`src/rtl/rpsc_latch_test_sequencer.sv`:
```
// Surveillance test of the RPSC card-10 latch channels: inject a trip, confirm set, clear, confirm release.
// Outputs register one cycle after each state decision; no handshake, abort/field trip preempt the sequence.
module rpsc_latch_test_sequencer #(
    parameter int N_CH        = 8,
    parameter int SETTLE_CYC  = 16,
    parameter int TIMEOUT_CYC = 64,
    localparam int CW = (N_CH > 1) ? $clog2(N_CH) : 1
) (
    input  logic            clk,
    input  logic            reset,
    input  logic            start,
    input  logic            abort,
    input  logic [N_CH-1:0] ch_mask,
    input  logic [N_CH-1:0] trip_in,
    input  logic [N_CH-1:0] la_in,
    output logic [N_CH-1:0] test_inj,
    output logic [N_CH-1:0] latch_clr,
    output logic            busy,
    output logic            done,
    output logic            pass,
    output logic [N_CH-1:0] fail_map,
    output logic [N_CH-1:0] skip_map,
    output logic [CW-1:0]   cur_ch
);
    localparam int MAX_CYC = (SETTLE_CYC > TIMEOUT_CYC) ? SETTLE_CYC : TIMEOUT_CYC;
    localparam int TW      = $clog2(MAX_CYC) + 1;
    localparam logic [TW-1:0] TO_LAST     = TW'(TIMEOUT_CYC - 1);
    localparam logic [TW-1:0] SETTLE_LAST = TW'(SETTLE_CYC - 1);
    localparam logic [CW-1:0] LAST_CH     = CW'(N_CH - 1);

    typedef enum logic [2:0] {
        S_IDLE, S_SELECT, S_SET, S_HOLD, S_CLR, S_WAIT_CLR, S_NEXT, S_DONE
    } state_t;

    state_t          state, state_nxt;
    logic [TW-1:0]   timer;
    logic [CW-1:0]   cur_ch_nxt;
    logic [N_CH-1:0] fail_nxt, skip_nxt, ch_bit;
    logic            start_acc, abort_hit;
    logic            ch_en, ch_trip, ch_la;

    assign ch_en   = ch_mask[cur_ch];
    assign ch_trip = trip_in[cur_ch];
    assign ch_la   = la_in[cur_ch];

    always_comb begin
        state_nxt  = state;
        cur_ch_nxt = cur_ch;
        fail_nxt   = fail_map;
        skip_nxt   = skip_map;
        start_acc  = 1'b0;
        abort_hit  = 1'b0;
        ch_bit     = '0;
        case (state)
            S_IDLE: begin
                if (start) begin
                    start_acc  = 1'b1;
                    state_nxt  = S_SELECT;
                    cur_ch_nxt = '0;
                    fail_nxt   = '0;
                    skip_nxt   = '0;
                end
            end
            S_SELECT: begin
                if (!ch_en || ch_trip) begin
                    skip_nxt[cur_ch] = 1'b1;
                    state_nxt        = S_NEXT;
                end else begin
                    state_nxt = S_SET;
                end
            end
            // A real field trip always wins over the test step in progress.
            S_SET: begin
                if (ch_trip) begin
                    skip_nxt[cur_ch] = 1'b1;
                    state_nxt        = S_NEXT;
                end else if (ch_la) begin
                    state_nxt = S_HOLD;
                end else if (timer == TO_LAST) begin
                    fail_nxt[cur_ch] = 1'b1;
                    state_nxt        = S_HOLD;
                end
            end
            S_HOLD: begin
                if (ch_trip) begin
                    skip_nxt[cur_ch] = 1'b1;
                    state_nxt        = S_NEXT;
                end else if (timer == SETTLE_LAST) begin
                    state_nxt = S_CLR;
                end
            end
            S_CLR: begin
                if (ch_trip) begin
                    skip_nxt[cur_ch] = 1'b1;
                    state_nxt        = S_NEXT;
                end else begin
                    state_nxt = S_WAIT_CLR;
                end
            end
            S_WAIT_CLR: begin
                if (ch_trip) begin
                    skip_nxt[cur_ch] = 1'b1;
                    state_nxt        = S_NEXT;
                end else if (!ch_la) begin
                    state_nxt = S_NEXT;
                end else if (timer == TO_LAST) begin
                    fail_nxt[cur_ch] = 1'b1;
                    state_nxt        = S_NEXT;
                end
            end
            S_NEXT: begin
                if (cur_ch == LAST_CH) begin
                    state_nxt = S_DONE;
                end else begin
                    cur_ch_nxt = cur_ch + CW'(1);
                    state_nxt  = S_SELECT;
                end
            end
            S_DONE:  state_nxt = S_IDLE;
            default: state_nxt = S_IDLE;
        endcase

        // Abort discards this cycle's map updates so fail_map keeps what was accumulated.
        if (abort && state != S_IDLE && state != S_DONE) begin
            abort_hit  = 1'b1;
            state_nxt  = S_DONE;
            cur_ch_nxt = cur_ch;
            fail_nxt   = fail_map;
            skip_nxt   = skip_map;
        end

        ch_bit[cur_ch_nxt] = 1'b1;
    end

    always_ff @(posedge clk) begin
        if (reset) begin
            state     <= S_IDLE;
            timer     <= '0;
            cur_ch    <= '0;
            fail_map  <= '0;
            skip_map  <= '0;
            test_inj  <= '0;
            latch_clr <= '0;
            busy      <= 1'b0;
            done      <= 1'b0;
            pass      <= 1'b0;
        end else begin
            state     <= state_nxt;
            timer     <= (state_nxt != state) ? '0 : timer + TW'(1);
            cur_ch    <= cur_ch_nxt;
            fail_map  <= fail_nxt;
            skip_map  <= skip_nxt;
            test_inj  <= (state_nxt == S_SET) ? ch_bit : '0;
            latch_clr <= (state_nxt == S_CLR) ? ch_bit : '0;
            busy      <= (state_nxt != S_IDLE);
            done      <= (state_nxt == S_DONE);
            if (start_acc) begin
                pass <= 1'b0;
            end else if (state_nxt == S_DONE) begin
                pass <= !abort_hit && (fail_nxt == '0);
            end
        end
    end
endmodule

```
`config.mk`:
```
export PLATFORM = sky130hd
export DESIGN_NAME = rpsc_latch_test_sequencer
export DESIGN_NICKNAME = d
export VERILOG_FILES = /design/src/rtl/rpsc_latch_test_sequencer.sv
export SDC_FILE = /design/constraint.sdc
export NUM_CORES = 1
export LEC_CHECK = 0
export ABC_AREA = 0
export CORE_ASPECT_RATIO = 1.1
export CORE_MARGIN = 5
export CORE_UTILIZATION = 45
export DETAILED_ROUTE_END_ITERATION = 8
export PLACE_DENSITY = 0.85
export SLEW_MARGIN = 20
export SYNTH_ARGS = -nofsm -noshare
export SYNTH_HDL_FRONTEND = slang
export SYNTH_SLANG_ARGS = --single-unit
```
`constraint.sdc`:
```
create_clock -name clk -period 5.7 [get_ports clk]
set_input_delay 0.855 -clock clk [delete_from_list [all_inputs] [get_ports clk]]
set_output_delay 0.855 -clock clk [all_outputs]
set_load 0.005 [all_outputs]
```
# [Word-level counts from Yosys, hierarchy flattened]
# Cells that the tools add are included.
[op_classes] addsub=2 n_lt_le_gt_ge=4 eq_ne=18 mux=43 bitwise=5 reduce_logical=19
[ops] operator="$mux 8" n=10
[ops] operator="$pmux 8 s3" n=2
[ops] operator="$mux 3" n=15
[ops] operator="$pmux 3 s8" n=1
[ops] operator="$eq 3x3->1 const B" n=7
[ops] operator="$or 8x8->8" n=2
[ops] operator="$bmux 1 s3" n=3
[ops] operator="$eq 3x2->1 const B" n=3
[ops] operator="$reduce_bool 3->1" n=3
[ops] operator="$logic_not 8->1" n=1
[ops] operator="$lt 3x4->1 const B" n=2
[ops] operator="$mux 1" n=8
[ops] operator="$reduce_or 2->1" n=4
[ops] operator="$add 7x1->7 const B" n=1
[ops] operator="$eq 7x4->1 const B" n=1
[ops] operator="$eq 7x6->1 const B" n=1
[ops] operator="$demux 1 s3" n=2
[ops] operator="$ge 3x1->1 const B" n=2
[ops] operator="$pmux 3 s2" n=1
[ops] operator="$logic_and 1x1->1" n=5
[ops] operator="$reduce_and 5->1" n=1
[ops] operator="$ne 2x2->1 const B" n=2
[ops] operator="$reduce_or 4->1" n=1
[ops] operator="$add 3x1->3 const B" n=1
[ops] operator="other kinds (9)" n=12
[word_totals] regBits=48 wordCells=101

# [Longest topological paths before layout]
# Gate-level depths: netlist of the first run.
[logic_depth] ltp_word=12 depth_mapped=10

# [Worst setup path after synthesis of the first run]
# Ideal clock, no wire load.
[synth_path] path_type="in2reg" start="input port ch_mask[5]" end="register skip_map[2]" setup_time_ns=0.059 t_arrival_ns=2.496 required_time_ns=5.641 slack_ns=3.145 stages=6 n_path_buf=0 path_cell_list="mux4_1 -> mux2_2 -> a31o_1 -> a211o_4 -> nor3b_2 -> o21a_1"
[synth_via] elab_chain_len=6
[synth_rtl] element="from (decl)" line_no="13" text="input logic [N_CH-1:0] ch_mask,"
[synth_rtl] element="$bmux 1 s3" line_no="42" text="assign ch_en = ch_mask[cur_ch];"
[synth_rtl] element="$mux 1 (implied by the code)" line_no="42"
[synth_rtl] element="$logic_not 1->1" line_no="65" text="if (!ch_en || ch_trip) begin"
[synth_rtl] element="$logic_or 1x1->1" line_no="65"
[synth_rtl] element="$ne 2x2->1 (no source line)"
[synth_rtl] element="$reduce_and 5->1 (no source line)"
[synth_rtl] element="to (signal assigned)" line_no="152" text="skip_map <= skip_nxt;"
[synth_rtl] element="to (decl)" line_no="22" text="output logic [N_CH-1:0] skip_map,"
# Every way passes these cells. The select of a mux whose other input is x is not followed.
# A chain may end at the register's enable or synchronous reset.

# [Final worst setup path of the first run]
[layout_path] start="register state[1]" end="register test_inj[4]"
[layout_via] elab_chain_len=8 elab_cells_between_ends=33 cone_classes="2 x order compare; 9 x eq/ne; 15 x mux; 1 x bitwise; 6 x reduce/logical"
[layout_rtl] element="from (decl)" line_no="35" text="state_t state, state_nxt;"
[layout_rtl] element="from (signal assigned)" line_no="148" text="state <= state_nxt;"
[layout_rtl] element="parallel branches: the longest is 8 deep, another holds $lt 3x4->1"
[layout_rtl] element="to (signal assigned)" line_no="153" text="test_inj <= (state_nxt == S_SET) ? ch_bit : '0;"
[layout_rtl] element="to (decl)" line_no="16" text="output logic [N_CH-1:0] test_inj,"
# Several ways; the timed one is not identified.

==> results of run 1 <==
-- flip-flops by register name, indices dropped and copies added, names as in the netlist --
name       flops
busy           1
done           1
state          3
cur_ch         3
pass           1
fail_map       8
timer          7
test_inj       8
latch_clr      8
skip_map       8
-- layout make-up --
class                      count  area (um^2)
clock inverter                 1        7.507
clock buffer                   7        86.33
sequential                    48        960.9
multi-input combinational    227         1541
timing repair buffer          66        658.1
fill                         489         2323
tap                           77        96.34
inverter                       6        22.52
-- power by group through the flow --
stage | sequential (uW) | clock, uW | combinational [uW]
2_1_floorplan | 391 | 0 | 442
3_3_place_gp | 422 | 0 | 540
3_5_place_dp | 424 | 0 | 550
4_1_cts | 416 | 215 | 560
5_1_grt | 424 | 228 | 620
6_report | 419 | 210 | 567
-- worst reg2reg max path, delay by kind of cell, from the launching register on --
kind | cells | cell delay [ns]
AOI/OAI and AO/OA | 3 | 0.65
adders and majority gates | 1 | 0.29
buffers and inverters | 1 | 0.23
DFF | 1 | 0.78
and+or+nand+nor | 4 | 1.21
-- kinds of logic (layout without fill, tap and decap cells) --
group,after synthesis,count (layout)
buf+inv,22,80
xor+xnor,7,7
mux,14,14
fa+ha+maj,6,6
flops,48,48
simple gates,132,132
compound gates,68,68
-- Yosys cell counts (3+ instances only) --
cell type,instances
nor4b_1,7
and3b_1,3
inv_1,6
a31oi_1,3
and3_1,5
o21a_1,9
and2_1,3
dfxtp_1,48
clkbuf_1,7
nand2b_1,3
nor2_1,29
o21ai_0,9
mux2i_1,10
a211oi_1,3
ha_1,6
a21oi_1,15
nand2_1,36
buf_2,6
nor3b_2,3
nand4_1,5
xnor2_1,5
nor2b_1,3
nor4_1,11
nand3_1,7
nor3_1,6
-- per-layer routing --
metal | wire length, um | vias to the layer above
met5 | 0 | -
met4 | 150 | 0
met3 | 451 | 18
met2 | 3453 | 103
met1 | 2858 | 1195
li1 | - | 1213
-- worst min path at each step --
stage                   startpoint  slack [ns]                   to
3_5_place_dp   timer[0]$_SDFF_PP0_        0.45  timer[0]$_SDFF_PP0_
2_1_floorplan  timer[0]$_SDFF_PP0_        0.42  timer[0]$_SDFF_PP0_
4_1_cts        timer[0]$_SDFF_PP0_        0.46  timer[0]$_SDFF_PP0_
6_report       timer[0]$_SDFF_PP0_        0.46  timer[0]$_SDFF_PP0_
3_3_place_gp   timer[0]$_SDFF_PP0_        0.44  timer[0]$_SDFF_PP0_
5_1_grt        timer[0]$_SDFF_PP0_        0.50  timer[0]$_SDFF_PP0_
-- stage by stage --
step / instances / hold WS [ns]
floorplan: 297 / 0.4219
global placement: 424 / 0.4391
detailed placement: 424 / 0.4520
CTS: 432 / 0.4647
global route: 432 / 0.4993
finish: 432 / 0.4608
==> results.ini, run 1 <==
[status]
outcome=finished, final reports clean

[logic_synthesis]
yosys.area.top_type_share_pct=36.85
synthSimpleGateAreaFrac_pct=27.11
post_synth_num_cell_types=62
synthAdderAreaFrac_pct=2.879
synth_seq_cells=48
yosysWarnings=0
async_reset_ff_share_pct=0
synth_edf_count=0
syn_inst=297
synth_top_family_by_area=simple AND/OR/NAND/NOR gates
muxShareOfSynthArea_pct=6.718
yosys-top-cells-area=dfxtp_1 37%, nand2_1 5.2%, nor2_1 4.2%
syn-cell-area_mm2=0.002608
synth_compound_gate_area_share_pct=20.06
yosysTopAreaCell=dfxtp_1
syn_nets=331
ys_dominant_reg_cell=dfxtp_1
synth_xor_area_share_pct=2.351
yosysSeqAreaShare_pct=36.85
syn_area_per_cell_um2=8.779

[floorplanning]
initial_core_util_pct=45.77
die_w_um=82.58
coreArea_mm2=0.005697
fp-row-count=29
ios=66
die-area_mm2=0.007419
die_h_um=89.84

[clocking]
post_cts_buffers=0
clk_latency_ns=0.30
cts_tree=yes
clock-sinks=48
clockBufferDepth=2
htree_levels=2
cts-root-buf=clkbuf_8
holdBufCountCts=0
cts_resized=0
clk_pin_slew_ns=0.09
cts_made_buffers=5

[global_route]
grt_pass1_vias=2376
use_met3_pct=3.700
grtUsageMet2_pct=30.08
grt_max_degree=33
track_usage_pct=18.73
grt_pass1_wl_mm=11.16
busiest_layer=met2
overflow=0
grt_antenna_before_repair=0
use_met1_pct=24.44

[timing]
timing.fmax_mhz=307.6
fin_ws_ns=2.449
report.final.slew_viol_count=0
rsz0062_at_grt=no
setup_violations=0
period_share_pct=57.04
worst_slew_pin_slew_ns=0.8319
finalHoldViolCount=0
fin_crit_ns=3.251
slew_headroom_pct=43.67
fin_tns_setup_ns=0
skew_ns=0.008927

[layout]
n_antenna_cell=0
final_area_mm2=0.003373
area_growth_pct=29.37
final_cell_mix=65 x clkdlybuf4s50_1, 48 x dfxtp_1, 36 x nand2_1
layout.nets=388
fin_util_pct=59.21
final_common_cell=clkdlybuf4s50_1
drive_gt1_share_pct=7.324

[pwr]
power_leakage_uw=0.001181
sw_frac_of_total_pct=41.55
p_int_uw=699.3
switching_power_uw=497.1
p_total_uw=1196
p_comb_share_pct=47.4
p_per_area_mw_per_mm2=354.7
irDropWorstVdd_mv=0.1949
pwr-share-clk_pct=17.6
seqPwrFrac_pct=35.0

[critical_path]
cp_num_buf_inv=1
cp.required_ns=5.90
path_delay_family=simple AND/OR/NAND/NOR gates
cp-startpoint=state[1]$_SDFF_PP0_
r2r_end=test_inj[4]$_SDFF_PP0_
r2r_start=state[1]$_SDFF_PP0_
reg2reg_setup_slack_ns=2.45
cp_slowest_stage_delay_ns=0.78
crit_path_top_delay_cell=dfxtp_1
cp-end-kind=flip-flop
critical_path_class=flip-flop to flip-flop
reg2reg_depth=9
crit_fanout=22
cp.arrival_ns=3.45
path_cells=inv_1 > ha_1 > nor3_1 > nand2b_1 > o211ai_1 > a311o_1 > o211a_2 > nand2_1 > nor4_1
startpoint_type=flip-flop
cp.depth=9
cp-endpoint=test_inj[4]$_SDFF_PP0_

[placement]
place_ws_ns=2.486
portBuffers=65
dpl.hpwl_mm=5.154
gp_congestion=0.8915
post_dp_cell_area_mm2=0.003279

[routing]
wire_per_inst_um=16.00
vias=2529
drt_pass1_iterations=5
antenna_left=0
viasPerCell=5.854
finalWirelength_mm=6.913
drc=0
drt-initial-drc-count=280

[job]
maxCapViolations=0

[min_path]
whs_path_depth=1
hold_class=flip-flop to flip-flop

Note: power is estimated with default switching activity, not from simulation.
==> run 2: changes to the inputs <==
Clock period 5.7 ns to 3.31 ns, I/O delays scaled along.
==> run 2 against run 1 <==
Against the previous run:
- power rose by 85%
- setup slack got worse by 2.0 ns
- core utilization rose by 1.4 points
- count of clock-buffer cells in the layout fell by 2
- maximum frequency rose by 14%
- combinational power rose by 83%
- critical path type unchanged
- critical endpoint is now test_inj[5]$_SDFF_PP0_
- largest power group unchanged
==> results.ini, run 2 (synthesis gave the netlist of run 1 again) <==
[status]
outcome=finished, final reports clean

[pwr]
p_per_area_mw_per_mm2=640.2
irDropWorstVdd_mv=0.3091
power_leakage_uw=0.001231

[clocking]
cts_tree=yes
clock-sinks=48
cts_resized=0
clk_pin_slew_ns=0.09
cts_made_buffers=5
cts-root-buf=clkbuf_8
post_cts_buffers=0
holdBufCountCts=0
clockBufferDepth=2
clk_latency_ns=0.31
htree_levels=2

[global_route]
track_usage_pct=19.65
grt_pass1_wl_mm=11.49
grt_pass1_vias=2427
overflow=0
grt_max_degree=29
grt_antenna_before_repair=0

[routing]
drc=0
viasPerCell=5.796
antenna_left=0
drt-initial-drc-count=341
vias=2533
finalWirelength_mm=6.918
wire_per_inst_um=15.83
drt_pass1_iterations=4

[floorplanning]
die_w_um=82.58
fp-row-count=29
die-area_mm2=0.007419
coreArea_mm2=0.005697
die_h_um=89.84
initial_core_util_pct=45.77
ios=66

[critical_path]
cp-end-kind=flip-flop
startpoint_type=flip-flop
cp.arrival_ns=3.06
critical_path_class=flip-flop to flip-flop
cp.required_ns=3.51
crit_fanout=21

[min_path]
hold_class=flip-flop to flip-flop

[timing]
setup_violations=0
finalHoldViolCount=0
skew_ns=0.007756
fin_tns_setup_ns=0
slew_headroom_pct=50.89
rsz0062_at_grt=no
period_share_pct=86.41
report.final.slew_viol_count=0
hold_slack_ns=0.4688
worst_slew_pin_slew_ns=0.7253
fin_crit_ns=2.860
timing.fmax_mhz=349.6

[job]
maxCapViolations=0

[layout]
final_cell_mix=65 x clkdlybuf4s50_1, 48 x dfxtp_1, 36 x nand2_1
drive_gt1_share_pct=8.889
fin_util_pct=60.64
layout.nets=393
fillers=497
area_growth_pct=32.49
final_common_cell=clkdlybuf4s50_1
n_antenna_cell=0

[placement]
gp_congestion=0.9183
dpl.hpwl_mm=5.210
portBuffers=65

run 2: layer usage:
metal  global-route usage [%]  up-vias  wire length (um)
met1                    24.02     1200              2704
li1                         -     1223                 -
met3                    5.200       16               459
met2                    32.22       94              3584
met5                        0        -                 0
met4                    7.629        0               170
run 2: metrics by stage:
stage	worst slack (ns)	std cells	instance area, um^2	power [uW]
after floorplan	0.8191	297	2608	1435
after global routing	0.2050	437	3455	2352
after detailed placement	0.5281	429	3317	1697
after global placement	0.6047	429	3317	1673
final	0.4497	437	3455	2211
after CTS	0.5386	437	3455	2208
run 2: final cells by class:
type	instances	area, um^2	share of cell area (%)
sequential	48	960.9	27.82
multi-input combinational	227	1541	44.62
clock buffer	5	68.82	1.992
tap	77	96.34	2.789
timing repair buffer	71	695.7	20.14
inverter	6	22.52	0.6519
clock inverter	3	68.82	1.992
run 2: critical path: stages, from the launching register on:
cell	delay (ns)
dfxtp_1	0.32
buf_4	0.20
ha_1	0.24
nor3_1	0.57
nand2b_1	0.22
o211ai_1	0.14
a311o_1	0.19
o211a_2	0.29
nand2_1	0.21
nor4_1	0.38
run 2: where the power goes:
| part | switching (uW) | internal, uW | total (uW) |
|---|---|---|---|
| sequential | 30.2 | 628 | 658 |
| clock | 205 | 304 | 509 |
| combinational | 619 | 425 | 1040 |
| total | 855 | 1360 | 2210 |
run 2: path summary, 6_finish.rpt:
check	start	endpoint	slack (ns)	cells past startpoint
worst max register to register	state[1]$_SDFF_PP0_	test_inj[5]$_SDFF_PP0_	0.45	9
worst min-delay path	timer[0]$_SDFF_PP0_	timer[0]$_SDFF_PP0_	0.47	1
worst max-delay path	state[1]$_SDFF_PP0_	test_inj[5]$_SDFF_PP0_	0.45	9
worst min register to register	timer[0]$_SDFF_PP0_	timer[0]$_SDFF_PP0_	0.47	1
==> run 3: changes to the inputs <==
Settings changed: CELL_PAD_IN_SITES_DETAIL_PLACEMENT set to 2, CELL_PAD_IN_SITES_GLOBAL_PLACEMENT set to 2, CORE_UTILIZATION 45 to 29, PLACE_DENSITY 0.85 to 0.91.
==> run 3 against run 2 <==
Against the previous run:
- power is 1.0% lower
- clock power is 26% lower
- die area is 48% higher
- non-clock buffer count is 3 higher
- count of clock-buffer cells in the layout is 2 higher
- via count is 2.9% higher
- sequential power is 10% higher
- first-iteration DRC count is 71% lower
- combinational power is 4% higher
- maximum frequency is 9.9% lower
- sequential share of layout area is 0.20 points lower
- highest routed layer unchanged
==> results.ini, run 3 (synthesis gave the netlist of run 1 again) <==
[timing]
report.final.slew_viol_count=0
rsz0062_at_grt=no
fin_crit_ns=3.174
skew_ns=0.005704
hold_slack_ns=0.4762
worst_slew_pin_slew_ns=0.8415
fin_ws_ns=0.1357
period_share_pct=95.90
setup_violations=0
fin_tns_setup_ns=0
timing.fmax_mhz=315.0
slew_headroom_pct=43.01
finalHoldViolCount=0

[global_route]
grt_pass1_wl_mm=15.84
track_usage_pct=18.50
grt_antenna_before_repair=0
overflow=0
grt_max_degree=21
grt_pass1_vias=2881

[floorplanning]
coreArea_mm2=0.008828
initial_core_util_pct=29.54
die_w_um=100.4
ios=66
die_h_um=109.5
die-area_mm2=0.01099
fp-row-count=36

[routing]
wire_per_inst_um=20.42
antenna_left=0
drc=0
finalWirelength_mm=9.741
vias=2606
drt_pass1_iterations=4
drt-initial-drc-count=99
viasPerCell=5.463

[placement]
gp_congestion=0.8519
portBuffers=65
place_ws_ns=0.2694
dpl.hpwl_mm=7.212

[status]
outcome=finished, final reports clean

[pwr]
seqPwrFrac_pct=33.2
power_leakage_uw=0.001221
switching_power_uw=953.4
p_int_uw=1236
p_per_area_mw_per_mm2=629.1
p_comb_share_pct=49.5
sw_frac_of_total_pct=43.55
irDropWorstVdd_mv=0.2249
pwr-share-clk_pct=17.3

[clocking]
cts_resized=0
holdBufCountCts=0
post_cts_buffers=0
clk_latency_ns=0.31
cts_tree=yes
clock-sinks=48
htree_levels=2
clk_pin_slew_ns=0.09
clockBufferDepth=2
cts_made_buffers=5
cts-root-buf=clkbuf_8

[job]
maxCapViolations=0

[min_path]
hold_class=flip-flop to flip-flop

[critical_path]
cp-end-kind=flip-flop
critical_path_class=flip-flop to flip-flop
cp.arrival_ns=3.37
startpoint_type=flip-flop
crit_fanout=20
cp.required_ns=3.50

[layout]
final_common_cell=clkdlybuf4s50_1
drive_gt1_share_pct=9.366
final_cell_mix=65 x clkdlybuf4s50_1, 48 x dfxtp_1, 36 x nand2_1
area_growth_pct=33.45
layout.nets=396
n_antenna_cell=0

run 3: cell types whose count changed in the layout (fill, tap and decap cells not counted):
cell	change
buf_4	+3
clkinvlp_4	+1
inv_6	-1
clkbuf_1	+1
clkbuf_8	+1
bufinv_16	-2
run 3: final timing paths:
kind | from | end | slack, ns | depth (start not counted)
hold reg to reg | skip_map[2]$_SDFFE_PP0P_ | skip_map[2]$_SDFFE_PP0P_ | 0.48 | 1
setup / recovery | state[2]$_SDFF_PP0_ | test_inj[7]$_SDFF_PP0_ | 0.14 | 8
setup reg to reg | state[2]$_SDFF_PP0_ | test_inj[7]$_SDFF_PP0_ | 0.14 | 8
hold / removal | skip_map[2]$_SDFFE_PP0P_ | skip_map[2]$_SDFFE_PP0P_ | 0.48 | 1
run 3: power groups by stage:
stage               clock network, uW  logic (uW)  registers [uW]
CTS                               389        1080             725
detailed placement                  0        1060             735
finish                            379        1080             726
global placement                    0        1010             729
floorplan                           0         762             673
global route                      418        1170             735
run 3: metrics by stage:
stage	cells	power (uW)	util, %	instance area, um^2
after global routing	477	2327	39.41	3480
after floorplan	297	1435	-	2608
after global placement	469	1737	38.35	3386
after CTS	477	2193	39.41	3480
after detailed placement	469	1791	38.35	3386
final	477	2189	39.41	3480
run 3: layout make-up:
cell class                      count  area, um^2
Clock inverter                      1       7.507
Sequential cell                    48       960.9
Inverter                            6       22.52
Multi-Input combinational cell    227        1541
Clock buffer                        7       86.33
Fill cell                        1001        5349
Timing Repair Buffer               74       718.2
Tap cell                          114       142.6
run 3: critical path: stages, from the launching register on:
cell	delay, ns
dfxtp_1	0.82
inv_1	0.17
ha_1	0.26
nor3_1	0.14
buf_4	0.17
o31ai_1	0.09
a211oi_2	0.63
nand2_1	0.36
nor4_1	0.41
run 3: metal layers:
metal | global-route usage, % | vias to the layer above | part of all wire [%]
li1 | - | 1221 | -
met1 | 21.25 | 1321 | 41
met2 | 34.94 | 50 | 54
met3 | 2.665 | 14 | 2.1
met4 | 5.967 | 0 | 2.0
met5 | 0 | - | 0
